`src/rtl/rx_hdr_extract_pkg.sv`:
```
// rx_hdr_extract_pkg
//   Shared definitions for the RX header extractor: stream/tuple widths,
//   Ethernet/IPv4 byte offsets (no VLAN, IHL=5), the parser state type,
//   the {slot, header} tag used by the FW FIFO, and the tuple lane mapping.
package rx_hdr_extract_pkg;

   localparam int unsigned DATA_WIDTH    = 8;
   localparam int unsigned HEADER_BIT    = 104;
   localparam int unsigned SLOT_W        = 4;
   localparam int unsigned CNT_W         = 11;

   localparam int OFF_ETYPE     = 12;
   localparam int OFF_VERIHL    = 14;
   localparam int OFF_PROTO     = 23;
   localparam int OFF_SRCIP     = 26;
   localparam int OFF_DSTIP     = 30;
   localparam int OFF_SRCPT     = 34;
   localparam int OFF_DSTPT     = 36;
   localparam int MIN_HDR_BYTES = 38;

   localparam logic [15:0] ETYPE_IPV4  = 16'h0800;
   localparam logic [7:0]  VERIHL_IPV4 = 8'h45;

   typedef enum logic [1:0] {IDLE, PARSE, DRAIN, EMIT} hdrx_state_t;

   typedef struct packed {
      logic [SLOT_W-1:0]     slot;
      logic [HEADER_BIT-1:0] header;
   } hdr_tag_t;

   // Bit position of the 8-bit tuple lane written by frame byte idx, or -1
   // when that byte carries no tuple field. Tuple layout is
   // {dstpt, srcpt, dstip, srcip, proto}; multi-byte fields are big-endian.
   function automatic int hdr_lane_lsb(input logic [CNT_W-1:0] idx);
      int i;
      i = int'(idx);
      if (i == OFF_PROTO)                              return 0;
      if (i >= OFF_SRCIP && i < OFF_SRCIP + 4)         return 8  + 8 * (OFF_SRCIP + 3 - i);
      if (i >= OFF_DSTIP && i < OFF_DSTIP + 4)         return 40 + 8 * (OFF_DSTIP + 3 - i);
      if (i >= OFF_SRCPT && i < OFF_SRCPT + 2)         return 72 + 8 * (OFF_SRCPT + 1 - i);
      if (i >= OFF_DSTPT && i < OFF_DSTPT + 2)         return 88 + 8 * (OFF_DSTPT + 1 - i);
      return -1;
   endfunction

endpackage

```
`src/rtl/rx_hdr_extract_if.sv`:
```
// rx_hdr_extract_if
//   Byte-stream input and tuple output bundle of the RX header extractor.
//   slave : parser side (consumes the byte stream, produces the tuple)
//   master: environment side (Ethernet RX + FW FIFO write port)
//   Signals: in_valid/in_data/in_last/in_ready, slot_in,
//            hdr_valid/hdr_ready/hdr_data/hdr_slot/hdr_is_ipv4,
//            frame_err, byte_cnt.
interface rx_hdr_extract_if;
   import rx_hdr_extract_pkg::*;

   logic                  in_valid;
   logic [DATA_WIDTH-1:0] in_data;
   logic                  in_last;
   logic                  in_ready;
   logic [SLOT_W-1:0]     slot_in;
   logic                  hdr_valid;
   logic                  hdr_ready;
   logic [HEADER_BIT-1:0] hdr_data;
   logic [SLOT_W-1:0]     hdr_slot;
   logic                  hdr_is_ipv4;
   logic                  frame_err;
   logic [CNT_W-1:0]      byte_cnt;

   modport slave (
      input  in_valid, in_data, in_last, slot_in, hdr_ready,
      output in_ready, hdr_valid, hdr_data, hdr_slot, hdr_is_ipv4, frame_err, byte_cnt
   );

   modport master (
      output in_valid, in_data, in_last, slot_in, hdr_ready,
      input  in_ready, hdr_valid, hdr_data, hdr_slot, hdr_is_ipv4, frame_err, byte_cnt
   );

endinterface

```
`src/rtl/rx_hdr_extract.sv`:
```
// rx_hdr_extract
//   Streaming parser between the Ethernet RX byte stream and the firewall
//   request FIFO. Counts the bytes of each Ethernet/IPv4 frame, captures the
//   104-bit 5-tuple, tags it with the PRT slot sampled at byte 0 and offers
//   {slot, header} on a valid/ready port. Runt (<38 bytes) and oversize
//   (FRAME_SIZE bytes without in_last) frames pulse frame_err and are dropped.
// Ports
//   clk   : clock
//   reset : synchronous, active-high
//   hif   : rx_hdr_extract_if.slave (byte stream in, tuple out, status)
module rx_hdr_extract
   import rx_hdr_extract_pkg::*;
#(
   parameter int unsigned FRAME_SIZE = 1500
) (
   input  logic                   clk,
   input  logic                   reset,
   rx_hdr_extract_if.slave        hif
);

   localparam logic [CNT_W-1:0] FRAME_LIM = CNT_W'(FRAME_SIZE);
   localparam logic [CNT_W-1:0] MIN_LIM   = CNT_W'(MIN_HDR_BYTES);

   hdrx_state_t      state_q, state_d;
   logic [CNT_W-1:0] cnt_q, cnt_d, cnt_inc;
   hdr_tag_t         tag_q, tag_d;
   logic             ipv4_q, ipv4_d;
   logic [15:0]      etype_q, etype_d;
   logic [7:0]       verihl_q, verihl_d;
   logic             err_q, err_d;
   logic             xfer_in;
   int               lsb;

   assign hif.in_ready    = (state_q != EMIT);
   assign hif.hdr_valid   = (state_q == EMIT);
   assign hif.hdr_data    = tag_q.header;
   assign hif.hdr_slot    = tag_q.slot;
   assign hif.hdr_is_ipv4 = ipv4_q;
   assign hif.frame_err   = err_q;
   assign hif.byte_cnt    = cnt_q;

   assign xfer_in = hif.in_valid & hif.in_ready;
   assign cnt_inc = cnt_q + CNT_W'(1);

   always_comb begin
      state_d  = state_q;
      cnt_d    = cnt_q;
      tag_d    = tag_q;
      ipv4_d   = ipv4_q;
      etype_d  = etype_q;
      verihl_d = verihl_q;
      err_d    = 1'b0;
      lsb      = hdr_lane_lsb(cnt_q);

      unique case (state_q)
         IDLE: begin
            if (xfer_in) begin
               // A fresh frame starts from an all-zero tuple so lanes never
               // leak from the previous frame.
               tag_d  = '0;
               ipv4_d = 1'b0;
               if (hif.in_last) begin
                  err_d = 1'b1;
               end else begin
                  state_d    = PARSE;
                  cnt_d      = CNT_W'(1);
                  tag_d.slot = hif.slot_in;
               end
            end
         end

         PARSE: begin
            if (xfer_in) begin
               if (lsb >= 0) tag_d.header[lsb +: 8] = hif.in_data;
               if (cnt_q == CNT_W'(OFF_ETYPE))     etype_d[15:8] = hif.in_data;
               if (cnt_q == CNT_W'(OFF_ETYPE + 1)) etype_d[7:0]  = hif.in_data;
               if (cnt_q == CNT_W'(OFF_VERIHL))    verihl_d      = hif.in_data;

               if (hif.in_last) begin
                  if (cnt_inc >= MIN_LIM) begin
                     // Bytes 12..14 are already registered by the time the
                     // last byte (index >= 37) arrives.
                     state_d = EMIT;
                     cnt_d   = cnt_inc;
                     ipv4_d  = (etype_q == ETYPE_IPV4) && (verihl_q == VERIHL_IPV4);
                     if (!ipv4_d) tag_d.header = '0;
                  end else begin
                     err_d   = 1'b1;
                     state_d = IDLE;
                     cnt_d   = '0;
                     tag_d   = '0;
                     ipv4_d  = 1'b0;
                  end
               end else if (cnt_inc == FRAME_LIM) begin
                  err_d   = 1'b1;
                  state_d = DRAIN;
                  cnt_d   = cnt_inc;
               end else begin
                  cnt_d = cnt_inc;
               end
            end
         end

         DRAIN: begin
            if (xfer_in && hif.in_last) begin
               state_d = IDLE;
               cnt_d   = '0;
            end
         end

         EMIT: begin
            if (hif.hdr_ready) begin
               state_d = IDLE;
               cnt_d   = '0;
            end
         end

         default: state_d = IDLE;
      endcase
   end

   always_ff @(posedge clk) begin
      if (reset) begin
         state_q  <= IDLE;
         cnt_q    <= '0;
         tag_q    <= '0;
         ipv4_q   <= 1'b0;
         etype_q  <= '0;
         verihl_q <= '0;
         err_q    <= 1'b0;
      end else begin
         state_q  <= state_d;
         cnt_q    <= cnt_d;
         tag_q    <= tag_d;
         ipv4_q   <= ipv4_d;
         etype_q  <= etype_d;
         verihl_q <= verihl_d;
         err_q    <= err_d;
      end
   end

endmodule

```
`src/flat_wrapper.sv`:
```
// flat-port wrapper written by rule: the top's interface ports become plain ports
module rx_hdr_extract_flat import rx_hdr_extract_pkg::*;
#(
   parameter int unsigned FRAME_SIZE = 1500
)
  (clk, reset, hif_in_valid, hif_in_data, hif_in_last, hif_slot_in, hif_hdr_ready, hif_in_ready, hif_hdr_valid, hif_hdr_data, hif_hdr_slot, hif_hdr_is_ipv4, hif_frame_err, hif_byte_cnt);
  rx_hdr_extract_if hif_i ();
  input  logic clk;
  input  logic reset;
  input wire logic [$bits(hif_i.in_valid)-1:0] hif_in_valid;
  input wire logic [$bits(hif_i.in_data)-1:0] hif_in_data;
  input wire logic [$bits(hif_i.in_last)-1:0] hif_in_last;
  input wire logic [$bits(hif_i.slot_in)-1:0] hif_slot_in;
  input wire logic [$bits(hif_i.hdr_ready)-1:0] hif_hdr_ready;
  output wire logic [$bits(hif_i.in_ready)-1:0] hif_in_ready;
  output wire logic [$bits(hif_i.hdr_valid)-1:0] hif_hdr_valid;
  output wire logic [$bits(hif_i.hdr_data)-1:0] hif_hdr_data;
  output wire logic [$bits(hif_i.hdr_slot)-1:0] hif_hdr_slot;
  output wire logic [$bits(hif_i.hdr_is_ipv4)-1:0] hif_hdr_is_ipv4;
  output wire logic [$bits(hif_i.frame_err)-1:0] hif_frame_err;
  output wire logic [$bits(hif_i.byte_cnt)-1:0] hif_byte_cnt;
  assign hif_i.in_valid = hif_in_valid;
  assign hif_i.in_data = hif_in_data;
  assign hif_i.in_last = hif_in_last;
  assign hif_i.slot_in = hif_slot_in;
  assign hif_i.hdr_ready = hif_hdr_ready;
  assign hif_in_ready = hif_i.in_ready;
  assign hif_hdr_valid = hif_i.hdr_valid;
  assign hif_hdr_data = hif_i.hdr_data;
  assign hif_hdr_slot = hif_i.hdr_slot;
  assign hif_hdr_is_ipv4 = hif_i.hdr_is_ipv4;
  assign hif_frame_err = hif_i.frame_err;
  assign hif_byte_cnt = hif_i.byte_cnt;
  rx_hdr_extract #(.FRAME_SIZE(FRAME_SIZE)) u_core (.clk(clk), .reset(reset), .hif(hif_i));
endmodule
```
`config.mk`:
```
export PLATFORM = sky130hd
export DESIGN_NAME = rx_hdr_extract_flat
export DESIGN_NICKNAME = d
export VERILOG_FILES = /design/src/rtl/rx_hdr_extract_pkg.sv /design/src/rtl/rx_hdr_extract_if.sv /design/src/rtl/rx_hdr_extract.sv /design/src/flat_wrapper.sv
export SDC_FILE = /design/constraint.sdc
export NUM_CORES = 1
export LEC_CHECK = 0
export BUFFER_PORTS_ARGS = -buffer_cell sky130_fd_sc_hd__buf_2
export CAP_MARGIN = 20
export CORE_ASPECT_RATIO = 0.8
export CORE_UTILIZATION = 40
export CTS_BUF_LIST = sky130_fd_sc_hd__clkbuf_8
export DETAILED_ROUTE_END_ITERATION = 7
export GPL_TIMING_DRIVEN = 0
export HOLD_SLACK_MARGIN = 0.05
export PLACE_DENSITY = 0.66
export RECOVER_POWER = 25
export SETUP_SLACK_MARGIN = 0.1
export SLEW_MARGIN = 20
export SYNTH_ARGS = -nofsm -noshare
export SYNTH_HDL_FRONTEND = slang
export SYNTH_SLANG_ARGS = --single-unit
```
`constraint.sdc`:
```
create_clock -name clk -period 5.3 [get_ports clk]
set_input_delay 1.06 -clock clk [delete_from_list [all_inputs] [get_ports clk]]
set_output_delay 1.06 -clock clk [all_outputs]
set_load 0.1 [all_outputs]
```
==> results.py, run 1 <==
metrics = {
    "status": {
        "status": "finished clean",
    },
    "layout": {
        "nets": 1199,
        "final_cell_mix": "dfxtp_1 (143), nand2_1 (120), clkbuf_1 (101)",
        "final_cells": 1434,
        "drive_gt1_share_pct": 17.7,
        "layout_commonest_cell": "dfxtp_1",
        "syn_to_final_growth_pct": 20.8,
        "utilization_pct": 49.7,
        "n_antenna_cell": 0,
    },
    "route": {
        "drc": 0,
        "drt_pass1_iterations": 6,
        "vias": 8542,
        "wl_um": 27800,
        "antenna_left": 0,
        "routed_via_density": 5.96,
        "wire_per_inst_um": 19.4,
        "drt_iter0_markers": 1050,
    },
    "critical_path": {
        "end_kind": "register",
        "r2r-start": "u_core.hif.byte_cnt[0]$_SDFFE_PP0P_",
        "cp.required_ps": 5700,
        "critical_path_class": "register to register",
        "setup.worst_path.end": "u_core.hif.hdr_data[92]$_SDFFE_PP0P_",
        "arrival_ps": 5410,
        "crit_start": "u_core.hif.byte_cnt[0]$_SDFFE_PP0P_",
        "cp_max_fo": 10,
        "timing.reg2reg.setup_slack_ps": 280,
        "r2r_cells": 18,
        "start_kind": "register",
        "reg2reg_to": "u_core.hif.hdr_data[92]$_SDFFE_PP0P_",
    },
    "clocking": {
        "cts_root_buf": "clkbuf_8",
        "cts_buffers": 17,
        "cts.htree.levels": 4,
        "clk_latency_ps": 470,
        "clk_path_buf_depth": 2,
        "hold_buffers": 0,
        "cts_sinks": 147,
        "cts_tree": "done",
        "cts.clk_slew.worst_paths_ps": 90,
    },
    "sta": {
        "hold_viol": 0,
        "tightest_slew_ps": 1220,
        "finalHoldWorstSlack_ps": 454,
        "skew_ps": 12.4,
        "min_period_ps": 5020,
        "timing.fmax_mhz": 199,
        "relSlewSlack_pct": 18.8,
        "rsz0062_at_grt": "false",
        "fin_crit_sh_pct": 94.6,
        "setup_viol": 0,
        "slew_violations": 0,
    },
    "grt": {
        "grt_max_degree": 17,
        "grt_overflow": 0,
        "grt_pass1_vias": 7472,
        "track_usage_pct": 25.8,
        "antenna_found_initial": 0,
        "grt_pass1_wl_um": 42200,
    },
    "pwr": {
        "power.density_nw_per_um2": 227,
        "p_leak_nw": 3.70,
        "finalPower_mw": 2.25,
        "ir_worst_vdd_mv": 0.162,
    },
    "logic_synthesis": {
        "syn_area_per_cell_um2": 8.30,
        "ys_types": 94,
        "synth_flop_cell": "dfxtp_1",
        "synth_area_um2": 8220,
        "ys_warn_count": 0,
        "synth_edf_count": 0,
        "async_flop_share_pct": 0,
        "seq_area_frac_synth_pct": 35.8,
        "synthCells": 990,
        "syn_nets": 1032,
        "ys_ff_latch": 147,
    },
    "job": {
        "drv_cap": 0,
    },
    "hold_path": {
        "holdPathStages": 2,
        "worstHoldPathType": "register to register",
    },
    "die": {
        "die_x_um": 162,
        "row_count": 46,
        "die-area_um2": 21100,
        "fp.dieH_um": 130,
        "core_um2": 20000,
        "start_util_pct": 41.1,
        "io_pins": 140,
    },
    "placed_design": {
        "gp_congestion": 0.939,
        "dp_hpwl_um": 20300,
        "post-place-cells": 1389,
        "portBuffers": 135,
    },
}
routing by layer:
metal / part of all wire, % / global-route usage [%] / routed length, um / up-vias
met5: 0 / 0 / 0 / -
met4: 1.3 / 6.49 / 354 / 0
met3: 10 / 5.75 / 2810 / 40
met2: 42 / 36.8 / 11800 / 476
met1: 46 / 38.5 / 12900 / 4056
li1: - / - / - / 3970
timing repair:
item	in CTS	in global routing
endpoints found under the setup margin	104	104
setup buffers	3	10
gates resized for setup	18	47
pin swaps	3	11
critical path, cell delays in order, from the launching register on:
cell and delay (ps):
dfxtp_1 370, clkbuf_2 210, inv_1 190, ha_1 330, nand2_1 160, a2111o_1 470, o21ai_2 180, o21ai_1 230
inv_1 220, ha_1 240, inv_1 140, or4_4 610, xnor2_4 410, o211a_4 320, and3_1 180, clkbuf_4 220
buf_4 230, nand3_1 110, o21ai_1 110
where the power goes:
group          internal, mW  total, mW  switching (mW)
Clock                 0.432      0.928           0.496
Sequential             1.11       1.11         0.00606
Combinational        0.0469      0.210           0.163
logic make-up after synthesis:
group           after synthesis  share of synthesized area [%]
compound gates              281                           24.6
fa+ha+maj                    25                           3.81
mux                          31                           3.81
xor+xnor                     29                           3.75
flops                       147                           35.8
buf+inv                      91                           4.49
simple gates                386                           23.7
flip-flops by register name, summed over array words and instances (netlist names):
name	flops
u_core.hif.byte_cnt	11
u_core.hif.frame_err	1
u_core.verihl_q	8
u_core.etype_q	16
u_core.state_q	2
u_core.hif.hdr_is_ipv4	1
u_core.hif.hdr_data	104
u_core.hif.hdr_slot	4
synthesized netlist by cell type (all sizes together), types with 5 or more instances:
master	count	area, um^2
or3	17	116
nor3b	6	50.1
o2bb2ai	8	70.1
or2	5	31.3
ha	25	313
xnor2	20	201
o211ai	9	86.3
o22ai	43	283
dfxtp	147	2940
nand4	20	125
nor2b	9	56.3
nor4b	7	61.3
nor2	87	337
and2	14	87.6
a31oi	9	56.3
nand2b	12	75.1
clkbuf	40	150
o21ai	60	308
o31ai	8	92.6
a21oi	49	279
nor3	26	151
nand3	32	165
a21o	6	45.0
nor4	10	62.6
xor2	7	61.3
a22o	37	324
buf	13	76.3
a211oi	7	52.6
inv	38	143
nand2	121	457
mux2i	29	290
area by class of cell:
class / instances / area, um^2
timing repair buffer: 148 / 702
inverter: 38 / 143
clock buffer: 17 / 234
clock inverter: 15 / 170
fill: 1965 / 10000
sequential: 147 / 2960
buffer: 53 / 246
multi-input combinational: 752 / 5150
tap: 264 / 330
through the flow:
| stage | setup WS (ps) | area, um^2 | setup TNS (ps) |
|---|---|---|---|
| 3_5_place_dp | -508 | 9230 | -38180 |
| 3_3_place_gp | -515 | 9230 | -35480 |
| 6_report | 285 | 9930 | 0 |
| 5_1_grt | 106 | 9930 | 0 |
| 4_1_cts | 83.3 | 9710 | 0 |
| 2_1_floorplan | 162 | 8220 | 0 |
worst min path at each step:
stage	startpoint	endpoint	slack, ps
finish	u_core.hif.hdr_data[90]$_SDFFE_PP0P_	u_core.hif.hdr_data[90]$_SDFFE_PP0P_	450
global route	u_core.hif.hdr_data[90]$_SDFFE_PP0P_	u_core.hif.hdr_data[90]$_SDFFE_PP0P_	480
CTS	u_core.hif.hdr_data[38]$_SDFFE_PP0P_	u_core.hif.hdr_data[38]$_SDFFE_PP0P_	460
detailed placement	u_core.hif.hdr_data[36]$_SDFFE_PP0P_	u_core.hif.hdr_data[36]$_SDFFE_PP0P_	440
global placement	u_core.hif.hdr_slot[2]$_SDFFE_PP0P_	u_core.hif.hdr_slot[2]$_SDFFE_PP0P_	440
floorplan	u_core.verihl_q[2]$_SDFFE_PP0P_	u_core.verihl_q[2]$_SDFFE_PP0P_	450
No activity file was read; power rests on OpenSTA's default activity.
==> run 2: changes to the inputs <==
- RECOVER_POWER: 25 -> default
==> results.py, run 2 (synthesis gave the netlist of run 1 again) <==
metrics = {
    "critical_path": {
        "slowest_delay_ps": 610,
        "end_kind": "register",
        "cp_slowest_cell": "or4_4",
        "start_kind": "register",
        "crit_start": "u_core.hif.byte_cnt[0]$_SDFFE_PP0P_",
        "cp_max_fo": 10,
        "cp.required_ps": 5690,
        "timing.reg2reg.setup_slack_ps": 260,
        "cpMostUsedCell": "inv_1",
        "arrival_ps": 5430,
        "r2r_cells": 18,
        "critical_path_class": "register to register",
        "r2r-start": "u_core.hif.byte_cnt[0]$_SDFFE_PP0P_",
        "crit_chain": "clkbuf_2, inv_1, ha_1, nand2_1, a2111o_1, o21ai_2, o21ai_1, inv_1, ha_1, inv_1, or4_4, xnor2_4, o211a_4, and3_1, clkbuf_4, buf_4, nand4_1, o21ai_0",
        "reg2reg_to": "u_core.hif.hdr_data[88]$_SDFFE_PP0P_",
        "setup.worst_path.end": "u_core.hif.hdr_data[88]$_SDFFE_PP0P_",
    },
    "placed_design": {
        "gp_congestion": 0.939,
        "portBuffers": 135,
        "dp_hpwl_um": 20300,
    },
    "layout": {
        "syn_to_final_growth_pct": 21.9,
        "n_antenna_cell": 0,
        "final_cell_mix": "dfxtp_1 (143), buf_2 (142), nand2_1 (120)",
        "layout_commonest_cell": "dfxtp_1",
        "drive_gt1_share_pct": 23.4,
        "largest_register_ff_count": 104,
        "nets": 1199,
    },
    "grt": {
        "grtUsageMet3_pct": 5.75,
        "track_usage_pct": 25.8,
        "grt_pass1_wl_um": 42200,
        "grt_overflow": 0,
        "antenna_found_initial": 0,
        "grt_max_degree": 17,
        "grtUsageMet2_pct": 36.8,
        "grt_busiest_layer": "met1",
        "met1_usage_pct": 38.5,
        "grt_pass1_vias": 7472,
    },
    "sta": {
        "rsz0062_at_grt": "false",
        "slew_violations": 0,
        "tightest_slew_ps": 1010,
        "skew_ps": 10.5,
        "min_period_ps": 5040,
        "timing.fmax_mhz": 198,
        "fin_crit_sh_pct": 95.1,
        "finalHoldWorstSlack_ps": 452,
        "hold_viol": 0,
        "relSlewSlack_pct": 32.3,
        "setup_viol": 0,
    },
    "clocking": {
        "clk_latency_ps": 470,
        "cts.htree.levels": 4,
        "cts_root_buf": "clkbuf_8",
        "clk_path_buf_depth": 2,
        "cts_sinks": 147,
        "cts_tree": "done",
        "cts.clk_slew.worst_paths_ps": 90,
        "cts_buffers": 17,
        "hold_buffers": 0,
    },
    "route": {
        "wire_per_inst_um": 19.4,
        "wl_um": 27800,
        "vias": 8475,
        "drt_pass1_iterations": 5,
        "drt_iter0_markers": 1149,
        "routed_via_density": 5.91,
        "drc": 0,
        "antenna_left": 0,
    },
    "die": {
        "row_count": 46,
        "core_um2": 20000,
        "start_util_pct": 41.1,
        "fp.dieH_um": 130,
        "die_x_um": 162,
        "io_pins": 140,
        "die-area_um2": 21100,
    },
    "pwr": {
        "power.density_nw_per_um2": 225,
        "p_leak_nw": 4.00,
        "finalPower_mw": 2.25,
        "ir_worst_vdd_mv": 0.161,
    },
    "status": {
        "status": "finished clean",
    },
    "hold_path": {
        "hold_start": "u_core.hif.hdr_data[90]$_SDFFE_PP0P_",
        "worstHoldPathType": "register to register",
    },
    "job": {
        "drv_cap": 0,
    },
}
## run 2: metrics by stage
stage                     TNS (ps)  area [um^2]  setup slack, ps  instances  util (%)
after floorplan                  0         8220              162        990         -
after global placement      -35480         9230             -515       1389      46.2
after detailed placement    -38180         9230             -508       1389      46.2
after CTS                        0         9710             83.3       1424      48.6
after global routing             0        10000              106       1434      50.1
final                            0        10000              260       1434      50.1
## run 2: layout make-up
cell class                 count  area [um^2]
clock inverter                15          170
clock buffer                  17          234
tap                          264          330
sequential                   147         2960
buffer                        53          246
fill                        1925         9960
multi-input combinational    752         5150
inverter                      38          143
timing repair buffer         148          786
## run 2: routing by layer
| metal | part of all wire (%) | up-vias | routed length, um |
|---|---|---|---|
| met5 | 0 | - | 0 |
| met4 | 1.1 | 0 | 293 |
| met3 | 10 | 26 | 2810 |
| met2 | 43 | 440 | 11900 |
| met1 | 46 | 4029 | 12800 |
| li1 | - | 3980 | - |
## run 2: worst max-delay path: cells and delay by family (launching register included)
kind,cells,cell delay [ps]
AND/OR/NAND/NOR,4,1080
adder cells (fa/ha/maj),2,570
XOR/XNOR,1,420
flip-flops,1,370
AO/OA/AOI/OAI,5,1300
buffers and inverters,6,1200
## run 2: power by group
group | internal, mW | total (mW) | switching, mW | leakage [nW]
Combinational | 0.0475 | 0.210 | 0.163 | 2.61
Clock | 0.432 | 0.929 | 0.497 | 0.199
Sequential | 1.11 | 1.11 | 0.00586 | 1.19
## run 2: worst min-delay path by stage
stage               cells after the start                                   end  slack, ps
global route                            2  u_core.hif.hdr_data[90]$_SDFFE_PP0P_        470
detailed placement                      2  u_core.hif.hdr_data[36]$_SDFFE_PP0P_        440
global placement                        2   u_core.hif.hdr_slot[2]$_SDFFE_PP0P_        440
finish                                  2  u_core.hif.hdr_data[90]$_SDFFE_PP0P_        450
CTS                                     2  u_core.hif.hdr_data[38]$_SDFFE_PP0P_        460
floorplan                               2       u_core.verihl_q[2]$_SDFFE_PP0P_        450
## run 2: repair_timing
| item | CTS | global route |
|---|---|---|
| pin swaps | 3 | 11 |
| buffers inserted | 3 | 10 |
| setup endpoints to repair | 104 | 104 |
| gates cloned | 0 | 0 |
| gates resized for setup | 18 | 47 |
